===== src/rtl/out_wrapper_controller.sv =====
// Output wrapper for the IMC: captures one result vector on imc_done_i and streams it
// out word by word over a valid/accept handshake, blocking new IMC starts until drained.
module out_wrapper_controller #(
    parameter int DATA_W  = 8,
    parameter int N_WORDS = 4
) (
    input  logic                        clk_i,
    input  logic                        rstn_i,
    input  logic                        imc_done_i,
    input  logic [N_WORDS*DATA_W-1:0]   imc_result_i,
    output logic                        imc_ready_o,
    output logic [DATA_W-1:0]           data_o,
    output logic                        data_valid_o,
    output logic                        data_last_o,
    input  logic                        data_accept_i,
    output logic                        overrun_o
);

    localparam int CNT_W = (N_WORDS > 1) ? $clog2(N_WORDS) : 1;
    localparam logic [CNT_W-1:0] LAST_IDX = CNT_W'(N_WORDS - 1);

    typedef enum logic {
        IDLE = 1'b0,
        SEND = 1'b1
    } state_t;

    state_t             state_q;
    logic [CNT_W-1:0]   cnt_q;
    logic [DATA_W-1:0]  buf_q [N_WORDS];
    logic [DATA_W-1:0]  data_q;
    logic               valid_q;
    logic               last_q;
    logic               ready_q;
    logic               overrun_q;
    logic [CNT_W-1:0]   cnt_nxt;

    assign cnt_nxt = cnt_q + 1'b1;

    // Outputs come straight from flops, so none has a combinational path from an input.
    assign imc_ready_o  = ready_q;
    assign data_o       = data_q;
    assign data_valid_o = valid_q;
    assign data_last_o  = last_q;
    assign overrun_o    = overrun_q;

    always_ff @(posedge clk_i or negedge rstn_i) begin
        if (!rstn_i) begin
            state_q   <= IDLE;
            cnt_q     <= '0;
            // NOTE: the result buffer is small and must read as zero after reset, so every
            // entry is cleared here; a large RAM would normally be left unreset.
            for (int k = 0; k < N_WORDS; k++) begin
                buf_q[k] <= '0;
            end
            data_q    <= '0;
            valid_q   <= 1'b0;
            last_q    <= 1'b0;
            ready_q   <= 1'b1;
            overrun_q <= 1'b0;
        end else begin
            // NOTE: non-blocking assignments keep every update in this block based on the
            // values from before the edge, regardless of statement order.
            case (state_q)
                IDLE: begin
                    if (imc_done_i) begin
                        for (int k = 0; k < N_WORDS; k++) begin
                            buf_q[k] <= imc_result_i[k*DATA_W +: DATA_W];
                        end
                        cnt_q   <= '0;
                        data_q  <= imc_result_i[DATA_W-1:0];
                        valid_q <= 1'b1;
                        last_q  <= 1'b0;
                        ready_q <= 1'b0;
                        state_q <= SEND;
                    end
                end

                SEND: begin
                    // A done pulse while occupied is dropped; the buffer keeps streaming.
                    if (imc_done_i) begin
                        overrun_q <= 1'b1;
                    end
                    if (data_accept_i) begin
                        if (cnt_q == LAST_IDX) begin
                            cnt_q   <= '0;
                            data_q  <= '0;
                            valid_q <= 1'b0;
                            last_q  <= 1'b0;
                            ready_q <= 1'b1;
                            state_q <= IDLE;
                        end else begin
                            cnt_q   <= cnt_nxt;
                            data_q  <= buf_q[cnt_nxt];
                            last_q  <= (cnt_nxt == LAST_IDX);
                        end
                    end
                end

                default: begin
                    cnt_q   <= '0;
                    data_q  <= '0;
                    valid_q <= 1'b0;
                    last_q  <= 1'b0;
                    ready_q <= 1'b1;
                    state_q <= IDLE;
                end
            endcase
        end
    end

endmodule


===== config.mk =====
export PLATFORM = sky130hd
export DESIGN_NAME = out_wrapper_controller
export DESIGN_NICKNAME = d
export VERILOG_FILES = /design/src/rtl/out_wrapper_controller.sv
export SDC_FILE = /design/constraint.sdc
export NUM_CORES = 1
export LEC_CHECK = 0
export ABC_AREA = 1
export ABC_CLOCK_PERIOD_IN_PS = 2300
export CAP_MARGIN = 25
export CORE_MARGIN = 3
export CORE_UTILIZATION = 25
export DETAILED_ROUTE_END_ITERATION = 10
export GPL_ROUTABILITY_DRIVEN = 0
export SLEW_MARGIN = 20
export SYNTH_ARGS = -nofsm -noshare
export SYNTH_HDL_FRONTEND = slang
export SYNTH_SLANG_ARGS = --single-unit
export TNS_END_PERCENT = 10

===== constraint.sdc =====
create_clock -name clk_i -period 2.3 [get_ports clk_i]
set_input_delay 0.23 -clock clk_i [delete_from_list [all_inputs] [get_ports clk_i]]
set_output_delay 0.23 -clock clk_i [all_outputs]
set_load 0.01 [all_outputs]

==> flow_summary_export.csv <==
group,metric,value,unit
run_status,status,"finished clean",
sta,rsz0062_at_grt,"false",
placement,dp_hpwl,4.097,mm
pwr,leakage,1.333,nW
critical_path,crit_buf_inv,1,
sta,tightest_slew,0.5306,ns
floorplanning,core-area,8423,um2
pwr,p_clk_share,13.4,%
synth,yosys.area_share.simple,22.36,%
critical_path,worstSetupEndpointType,"primary output",
synth,ys_warn_count,0,
synth,syn-num-nets,308,
sta,setup_violations,0,
sta,setup-tns-final,0,ns
critical_path,r2r_cells,7,
global_routing,grt_overflow,0,
route,drt-vias-per-instance,4.364,
pwr,ir_drop,0.0004157,V
route,antenna_left,0,
clock_tree,root_buffer,"clkbuf_8",
synth,ys_ff_latch,47,
pwr,p_int,2.159,mW
floorplanning,io_pins,48,
pwr,pwr-share-comb,48.7,%
pwr,p_seq_share,37.8,%
critical_path,cp.arrival,1.37,ns
synth,seq_area_frac_synth,52.87,%
cells_and_area,instances_no_fill,423,
floorplanning,initial_core_util,26.44,%
cells_and_area,finalInstanceArea,2843,um2
cells_and_area,final_layout_size_suffix_gt1_share,6.604,%
placement,place_ws,0.6455,ns
critical_path,path_class,"flip-flop to primary output",
clock_tree,cts_hold_buf,1,
synth,synth_edf_count,0,
synth,synthAdderAreaFrac,1.124,%
synth,synth_cell_type_count,22,
synth,synth-xor-area-share,0,%
clock_tree,cts.htree.levels,2,
sta,final_hold_viol_count,0,
critical_path,endpoint,"imc_ready_o",
pwr,switching_power,1.493,mW
cells_and_area,final_util,33.75,%
route,avgRoutedWirePerCell,12.68,um
sta,clock_skew,0.01094,ns
route,via_count,1846,
critical_path,r2r_slack,0.70,ns
synth,syn_area,2227,um2
synth,ys.flop_type,"dfrtp_1",
clock_tree,cts_buffers,5,
synth,synth_top_area_cell,"dfrtp_1",
critical_path,path_depth,1,
route,drc,0,
floorplanning,fp.dieW,100.4,um
sta,whs,0.4346,ns
synth,synth_top_area_share,51.69,%
synth,synthMuxAreaShare,0,%
route,totalWireLength,5.364,mm
cells_and_area,fin_nets,355,
run,maxCapViolCount,0,
clock_tree,clk_path_buf_depth,2,
sta,setup_ws,0.6996,ns
cells_and_area,most-common-layout-cells,"86 x nand2_1, 46 x dfrtp_1, 46 x clkdlybuf4s50_1, 36 x inv_1, 30 x o21ai_0",
global_routing,gr-usage-all-layers,11.69,%
critical_path,cp_cell_sequence,"clkdlybuf4s50_1",
critical_path,crit_family,"flip-flops",
synth,synth_top_family_by_area,"simple AND/OR/NAND/NOR gates",
synth,synth_cells,270,
sta,clock.fmax,0.6248,GHz
global_routing,grt_start_max_net_pins,37,
sta,min_period,1.600,ns
clock_tree,clk_pin_slew,0.09,ns
pwr,p_sw_share,40.89,%
floorplanning,die_y,100.4,um
synth,synth-compound-area-share,12.19,%
synth,yosys-top-cells-area,"dfrtp_1 52%, nand2_1 14%, o21ai_0 6.7%",
placement,placed_area,2748,um2
sta,slew_headroom,64.63,%
min_path,hp-class,"input port to asynchronous set/reset pin",
critical_path,crit_path_top_delay_cell,"dfstp_2",
cells_and_area,area_growth,27.64,%
clock_tree,numClockSinks,47,
synth,async_flop_share,100.0,%
placement,post-place-cells,414,
critical_path,critPathRequiredTime,2.07,ns
cells_and_area,final_common_cell,"nand2_1",
clock_tree,clk-insertion-delay-late,0.31,ns
route,drtIter0Drc,100,
critical_path,slowest_delay,0.54,ns
route,drtPass1Iterations,4,
global_routing,antenna_found_initial,0,
clock_tree,tritoncts,"yes",
placement,io_buffers,47,
critical_path,r2r_end,"data_o[0]",
clock_tree,post-cts-setup-buffer-count,0,
floorplanning,dieArea,10080,um2
sta,fin_crit_sh,69.58,%
global_routing,grt_pass1_vias,1925,
floorplanning,core.rowCount,33,
critical_path,crit_path_start,"imc_ready_o",
cells_and_area,antennaDiodeCount,0,
clock_tree,cts-resized-gates,0,
critical_path,critPathMaxFanout,2,
pwr,power_density,1285,nW/um2
critical_path,timing.rr.start,"cnt_q[0]",
critical_path,cp-start-kind,"flip-flop",
pwr,finalPower,3.652,mW
synth,synth.avg_cell_area,8.249,um2
sta,slew_violations,0,
global_routing,grt_first_pass_wirelength,9.232,mm
-- cells by family (layout without fill, tap and decap cells) --
kind of cell	after synthesis	count (layout)
AO/OA/AOI/OAI	53	53
adder cells (fa/ha/maj)	2	2
buffers and inverters	51	99
flip-flops	47	47
AND/OR/NAND/NOR	117	117
-- cells in the mapped netlist, types with 2 or more instances --
cell type  instances
nand2_1           86
a21oi_1            8
buf_6              7
nor2_1            11
buf_4              2
o21ai_0           30
dfrtp_1           46
clkbuf_1           2
inv_1             36
ha_1               2
inv_2              2
nand3_1           15
nor2_4             2
o21ai_1           13
-- how the worst min path moves through the flow --
stage | end | slack (ns) | cells after the start
3_3_place_gp | buf_q[21] | 0.24 | 1
3_5_place_dp | buf_q[21] | 0.24 | 1
4_1_cts | state_q | 0.46 | 2
6_report | buf_q[29] | 0.43 | 2
2_1_floorplan | buf_q[0] | -0.07 | 0
5_1_grt | buf_q[23] | 0.46 | 3
-- per-layer routing --
| metal | part of all wire (%) | up-vias | GRT usage, % |
|---|---|---|---|
| li1 | - | 930 | - |
| met1 | 46 | 867 | 14.91 |
| met2 | 49 | 42 | 19.88 |
| met3 | 4.3 | 7 | 2.502 |
| met4 | 1.2 | 0 | 3.420 |
| met5 | 0 | - | 0 |
-- power by group through the flow --
stage	clock network, mW	logic, mW	registers (mW)
floorplan	0	1.25	1.42
global placement	0	1.78	1.40
detailed placement	0	1.80	1.41
CTS	0.505	1.81	1.39
global route	0.548	2.06	1.43
finish	0.491	1.78	1.38
-- flip-flops by register name (all words and copies together) (netlist names) --
register / count
buf_q: 32
cnt_q: 2
data_last_o: 1
data_o: 8
data_valid_o: 1
imc_ready_o: 1
overrun_o: 1
state_q: 1
-- final cells by class --
cell class	count	area (um2)
clock inverters	2	12.51
well taps	105	131.4
clock buffers	6	72.57
flip-flops and latches	47	1177
inverters	39	148.9
multi-input cells	172	794.5
fillers	925	5580
repair buffers	52	505.5
Note: power is estimated with default switching activity, not from simulation.
